`src/rtl/spi_flash_read_arbiter.sv`:
```
// Shares one SPI flash port between instruction and data readers, issuing
// READ (0x03) word reads with round-robin arbitration and little-endian reassembly.
module spi_flash_read_arbiter #(
   parameter int CLK_DIV    = 1,
   parameter int DUMMY_CLKS = 1,
   parameter int CS_IDLE    = 2
) (
   input  logic        clk,
   input  logic        RESET,
   input  logic        i_req,
   input  logic [23:0] i_addr,
   output logic [31:0] i_rdata,
   output logic        i_rdy,
   input  logic        d_req,
   input  logic [23:0] d_addr,
   output logic [31:0] d_rdata,
   output logic        d_rdy,
   output logic        busy,
   output logic        spi_cs_n,
   output logic        spi_clk,
   output logic        spi_mosi,
   input  logic        spi_miso
);
   typedef enum logic [2:0] {IDLE, SHIFT_OUT, DUMMY, SHIFT_IN, DONE, GAP} state_t;

   localparam logic [15:0] DIV_LAST   = 16'(CLK_DIV - 1);
   localparam logic [5:0]  DUMMY_LAST = 6'(DUMMY_CLKS - 1);
   localparam logic [7:0]  GAP_LAST   = 8'(CS_IDLE - 1);

   state_t      state, state_next;
   logic [15:0] div_cnt;
   logic        phase_high;
   logic [5:0]  bit_cnt;
   logic [7:0]  gap_cnt;
   logic [30:0] tx_shift;
   logic [30:0] rx_shift;
   logic        gnt_d;
   logic        prefer_d;

   logic        grant;
   logic        pick_d;
   logic        period_end;
   logic [31:0] load_word;
   logic [31:0] rx_word;
   logic [31:0] rx_swapped;

   // tx_shift holds only the bits still to send; the current bit already sits on spi_mosi
   always_comb begin
      pick_d     = d_req && (!i_req || prefer_d);
      grant      = (state == IDLE) && (i_req || d_req);
      load_word  = {8'h03, (pick_d ? d_addr : i_addr) & 24'hFFFFFC};
      period_end = phase_high && (div_cnt == DIV_LAST);
      rx_word    = {rx_shift, spi_miso};
      rx_swapped = {rx_word[7:0], rx_word[15:8], rx_word[23:16], rx_word[31:24]};
      busy       = (state != IDLE) || grant;
   end

   always_ff @(posedge clk or negedge RESET) begin
      if (!RESET) state <= IDLE;
      else        state <= state_next;
   end

   always_comb begin
      state_next = state;
      case (state)
         IDLE:      if (grant) state_next = SHIFT_OUT;
         SHIFT_OUT: if (period_end && bit_cnt == 6'd31)
                       state_next = (DUMMY_CLKS == 0) ? SHIFT_IN : DUMMY;
         DUMMY:     if (period_end && bit_cnt == DUMMY_LAST) state_next = SHIFT_IN;
         SHIFT_IN:  if (period_end && bit_cnt == 6'd31) state_next = DONE;
         DONE:      state_next = GAP;
         GAP:       if (gap_cnt == GAP_LAST) state_next = IDLE;
         default:   state_next = IDLE;
      endcase
   end

   always_ff @(posedge clk or negedge RESET) begin
      if (!RESET) begin
         div_cnt    <= '0;
         phase_high <= 1'b0;
         bit_cnt    <= '0;
         gap_cnt    <= '0;
         tx_shift   <= '0;
         rx_shift   <= '0;
         gnt_d      <= 1'b0;
         prefer_d   <= 1'b0;
         i_rdata    <= '0;
         d_rdata    <= '0;
         i_rdy      <= 1'b0;
         d_rdy      <= 1'b0;
         spi_cs_n   <= 1'b1;
         spi_clk    <= 1'b0;
         spi_mosi   <= 1'b0;
      end else begin
         i_rdy <= 1'b0;
         d_rdy <= 1'b0;
         case (state)
            IDLE: if (grant) begin
               gnt_d      <= pick_d;
               prefer_d   <= !pick_d;
               tx_shift   <= load_word[30:0];
               spi_mosi   <= load_word[31];
               spi_cs_n   <= 1'b0;
               spi_clk    <= 1'b0;
               phase_high <= 1'b0;
               div_cnt    <= '0;
               bit_cnt    <= '0;
            end
            SHIFT_OUT, DUMMY, SHIFT_IN: begin
               if (div_cnt == DIV_LAST) begin
                  div_cnt    <= '0;
                  phase_high <= !phase_high;
                  spi_clk    <= !phase_high;
               end else begin
                  div_cnt <= div_cnt + 16'd1;
               end
               // every per-bit action happens on the falling boundary that closes a period
               if (period_end) begin
                  bit_cnt <= (state_next == state) ? bit_cnt + 6'd1 : 6'd0;
                  if (state == SHIFT_OUT) begin
                     tx_shift <= {tx_shift[29:0], 1'b0};
                     spi_mosi <= (state_next == SHIFT_OUT) ? tx_shift[30] : 1'b0;
                  end
                  if (state == SHIFT_IN) begin
                     rx_shift <= rx_word[30:0];
                     if (state_next == DONE) begin
                        spi_cs_n <= 1'b1;
                        if (gnt_d) begin
                           d_rdata <= rx_swapped;
                           d_rdy   <= 1'b1;
                        end else begin
                           i_rdata <= rx_swapped;
                           i_rdy   <= 1'b1;
                        end
                     end
                  end
               end
            end
            DONE:    gap_cnt <= '0;
            GAP:     gap_cnt <= gap_cnt + 8'd1;
            default: ;
         endcase
      end
   end
endmodule

```
`config.mk`:
```
export PLATFORM = sky130hd
export DESIGN_NAME = spi_flash_read_arbiter
export DESIGN_NICKNAME = d
export VERILOG_FILES = /design/src/rtl/spi_flash_read_arbiter.sv
export SDC_FILE = /design/constraint.sdc
export NUM_CORES = 1
export LEC_CHECK = 0
export ABC_AREA = 0
export BUFFER_PORTS_ARGS = -buffer_cell sky130_fd_sc_hd__buf_2
export CAP_MARGIN = 30
export CORE_MARGIN = 4
export CORE_UTILIZATION = 56
export CTS_CLUSTER_SIZE = 28
export DETAILED_ROUTE_END_ITERATION = 10
export PLACE_DENSITY = 0.79
export SYNTH_ARGS = -nofsm -noshare
export SYNTH_HDL_FRONTEND = slang
export SYNTH_SLANG_ARGS = --single-unit
```
`constraint.sdc`:
```
create_clock -name clk -period 3.1 [get_ports clk]
set_input_delay 0.62 -clock clk [delete_from_list [all_inputs] [get_ports clk]]
set_output_delay 0.62 -clock clk [all_outputs]
set_load 0.005 [all_outputs]
```
## Word-level counts from Yosys, hierarchy flattened

Index checks and enable logic that the tools add are counted.

| storage, ports and cells | value |
|---|---|
| register bits | 166 |
| output and inout port bits | 70 |
| input port bits | 53 |

| cells by class | value |
|---|---|
| muxes and demuxes | 40 |
| reduce and logical (&&, ||, !) cells | 27 |
| add/sub/neg operators | 3 |
| bitwise operators | 1 |
| eq/ne operators | 16 |

Operators by type and width:

| kind | number |
|---|---|
| $mux 31 | 3 |
| $pmux 31 s2 | 1 |
| $mux 16 | 2 |
| $pmux 16 s2 | 1 |
| $mux 24 | 1 |
| $mux 1 | 18 |
| $mux 6 | 3 |
| $pmux 3 s6 | 1 |
| $add 16x1->16 const B | 1 |
| $logic_not 16->1 | 1 |
| $pmux 8 s2 | 1 |
| $mux 3 | 5 |
| $reduce_and 5->1 | 3 |
| $ne 2x2->1 const B | 6 |
| $pmux 6 s2 | 1 |
| $eq 3x3->1 const B | 3 |
| $reduce_and 3->1 | 3 |
| $add 8x1->8 const B | 1 |
| $eq 8x1->1 const B | 1 |
| $add 6x1->6 const B | 1 |
| $eq 3x1->1 const B | 2 |
| $eq 3x2->1 const B | 2 |
| $eq 6x5->1 const B | 1 |
| $logic_not 6->1 | 1 |
| other kinds (12) | 24 |

## Depth between registers and ports, before layout

| logic depth | value |
|---|---|
| depth in word-level cells | 10 |
| mapped depth | 10 |
| gate-level depth less buffers | 7 |

## Worst setup path after synthesis

Ideal clock, no wire load.

| path | value |
|---|---|
| path kind | register to register |
| start point | register div_cnt[4] |
| end point | register d_rdata[10] |
| arrival time | 2.290 ns |
| setup slack | 0.685 ns |
| cell stages (with the launch flop) | 9 |
| cell sequence | dfrtp_1 -> nor4_4 -> nand3_2 -> or3_1 -> buf_2 -> or3_1 -> buf_6 -> buf_6 -> mux2_4 |

| on the way | value |
|---|---|
| longest elaborated chain between the ends | 7 |
| elaborated cells between the ends (all ways) | 10 |
| those cells by class | 1 x eq/ne; 4 x mux; 5 x reduce/logical |

Ends and longest elaborated chain:

| item | line | text |
|---|---|---|
| start, declared | 31 | `logic [15:0] div_cnt;` |
| start signal, assigned | 115 | `div_cnt <= div_cnt + 16'd1;` |
| $logic_not 16->1 * | 52 | `period_end = phase_high && (div_cnt == DIV_LAST);` |
| $logic_and 1x1->1 * | 52 |  |
| $logic_and 1x1->1, on equally long branches | 67, 70, 69 |  |
| $mux 3, on equally long branches | 70, 67, 69 |  |
| $pmux 3 s6 | 65 | `case (state)` |
| $eq 3x3->1 | 126 | `if (state_next == DONE) begin` |
| $reduce_and 5->1 (no source line) * | n/a |  |
| end signal, assigned | 129 | `d_rdata <= rx_swapped;` |
| end, declared | 16 | `output logic [31:0] d_rdata,` |

Mark *: on every way between the ends. The rest lies on a longest branch, timed or not.
A chain may end at the register's enable or synchronous reset.

## Final worst setup path

| path | value |
|---|---|
| start point | register div_cnt[0] |
| end point | register d_rdata[27] |

The elaborated chain is that of the path after synthesis.

==> results.ini <==
[status]
status=finished, final reports clean

[cells_and_area]
area_growth_pct=18.4
drive_above_1_share=0.299
stdcell_count=965
diodes=0
nets=840

[power]
power.leakage_nw=4.59
p_sw_uw=922
power_frac_seq=0.490
combPwrFrac=0.030
peakVddDrop_v=0.000325
power_frac_clock=0.480
power.density_nw_per_um2=502
p_int_mw=3.51
swShare=0.208

[timing]
setup_tns_ns=0
setup_violations=0
fin_worst_skew_ns=0.00888
timing.fmax_mhz=360
drv_slew=0
worst_slew_pin_slew_ns=0.780
period_needed_ns=2.77
finalHoldViolCount=0
hold_slack_ns=0.204
slew_headroom=0.475
grt_setup_unrepaired=no
final.period_utilization=0.895

[floorplan]
die_w_um=123
rows=41
initial_core_util=0.580
design.portCount=123
die_height_um=123
dieArea_um2=15200
fp.coreArea_um2=12800

[synth]
ys.flop_type=dfrtp_1
synth_edf_count=0
yosys_warnings=0
synth.most_common_cell=dfrtp_1
synth_seq_area_share=0.552
synth_common_cells=dfrtp_1, nand2_1, nor2_1
ys_async_sr_fraction=1.00
syn_nets=728
yosys.area.top_type=dfrtp_1
ys_seq_elements=164
synth_cells=669
synth_top_area_frac=0.548
synth.distinct_cells=52
yosys-top-cells-area=dfrtp_1, nand2_1, mux2_4, mux2_2, mux2i_1
synth.avg_cell_area_um2=11.1
synth_area_um2=7440

[hold_path]
hold_class=in2async

[setup_path]
arrival_ns=3.07
crit_fanout=32
cp-end-kind=flip-flop
rr_endpoint=d_rdata[27]
critical_path_class=reg2reg
reg2regPathDepth=8
setup.worst_path.start_class=flip-flop
reg2reg_from=div_cnt[0]
rrSetupSlack_ns=0.33
worstPathRequired_ns=3.40

[cts]
cts_resized=0
cts.sinks=164
cts.htree.levels=4
path_clk_slew_ns=0.06
hold_buffers=0
tritoncts=done
post_cts_buffers=0
clk_root_buffer_cell=clkbuf_16
numCtsBuffers=17
clkLatencyLatePin_ns=0.42
clock_path_buffers=2

[route]
first_iter_violations=308
vias=5413
routed_via_density=5.61
wl_per_cell_um=16.2
dr.pass1.iters=6
routed_wl_mm=15.6
final_antenna_net_count=0
drc=0

[global_routing]
gr-usage-all-layers=0.217
grt_pass1_wl_mm=26.3
first_global_vias=5464
overflow=0
antenna_found_initial=0
grt_start_max_net_pins=69

[place]
io_buffers=118
dpl.cell_count=934
dp_hpwl_mm=10.6
gp_congestion=0.863

[flow_run]
drv_cap=0

-- power by group through the flow --
stage	Combinational [mW]	Sequential, mW	Clock (mW)
6_report	0.135	2.17	2.12
4_1_cts	0.140	2.17	2.15
2_1_floorplan	0.0498	2.20	0
3_3_place_gp	0.134	2.21	0
3_5_place_dp	0.139	2.21	0
5_1_grt	0.155	2.17	2.26
-- worst max-delay path, stage by stage, from the launching register on --
cell,delay (ns)
dfrtp_1,0.42
inv_1,0.08
ha_1,0.16
nor3b_1,0.26
nand4b_1,0.24
or3_1,0.37
or3_2,0.41
buf_4,0.32
mux2_4,0.37
-- layout make-up --
type / instances / area, um2
Sequential cell: 164 / 4110
Fill cell: 986 / 4010
Inverter: 13 / 48.8
Multi-Input combinational cell: 455 / 3130
Timing Repair Buffer: 130 / 712
Tap cell: 172 / 215
Clock buffer: 20 / 447
Clock inverter: 11 / 153
-- placed cells by master (no fill, tap or decap), types with 14 or more instances in the layout --
cell type / Yosys / final
nand2_1: 121 / 121
a21o_1: 26 / 26
o21ai_0: 26 / 26
a211oi_1: 22 / 22
mux2_4: 30 / 30
mux2i_1: 25 / 25
nor2_1: 44 / 44
clkbuf_16: 0 / 17
dfrtp_1: 163 / 163
a22o_1: 14 / 14
buf_2: 4 / 117
mux2_2: 34 / 34
-- registers in the layout, summed over array words and instances (netlist names) --
name / count
bit_cnt: 6
d_rdata: 32
d_rdy: 1
div_cnt: 16
gap_cnt: 8
gnt_d: 1
i_rdata: 32
i_rdy: 1
phase_high: 1
prefer_d: 1
rx_shift: 31
spi_cs_n: 1
spi_mosi: 1
state: 3
tx_shift: 29
-- cells by family after synthesis --
logic type | count (synthesis) | share of synthesized area
compound gates | 117 | 0.109
xor+xnor | 2 | 0.00235
fa+ha+maj | 6 | 0.0101
buf+inv | 50 | 0.0299
flops | 164 | 0.552
mux | 91 | 0.149
simple gates | 239 | 0.148
-- per-stage QoR --
step	power (mW)	instance area (um2)	utilization	setup WS (ns)
2_1_floorplan	2.25	7440	-	0.685
3_3_place_gp	2.34	8210	0.640	0.423
3_5_place_dp	2.35	8210	0.640	0.359
4_1_cts	4.46	8810	0.687	0.351
5_1_grt	4.58	8810	0.687	0.195
6_report	4.43	8810	0.687	0.325
-- worst max path at each step --
stage,from,end,slack (ns),depth (start not counted)
final,div_cnt[0],d_rdata[27],0.33,8
after global routing,div_cnt[0],d_rdata[27],0.19,8
after CTS,div_cnt[9],d_rdata[15],0.35,6
after detailed placement,div_cnt[9],d_rdata[28],0.36,6
after global placement,div_cnt[9],d_rdata[27],0.42,6
after floorplan,div_cnt[4],d_rdata[10],0.68,8
-- routing by layer --
metal / track usage / vias up / wire, um
met5: 0 / - / 0
met4: 0.0678 / 0 / 165
met3: 0.0393 / 14 / 811
met2: 0.365 / 168 / 7790
met1: 0.288 / 2648 / 6840
li1: - / 2583 / -
Note: power is estimated with default switching activity, not from simulation.
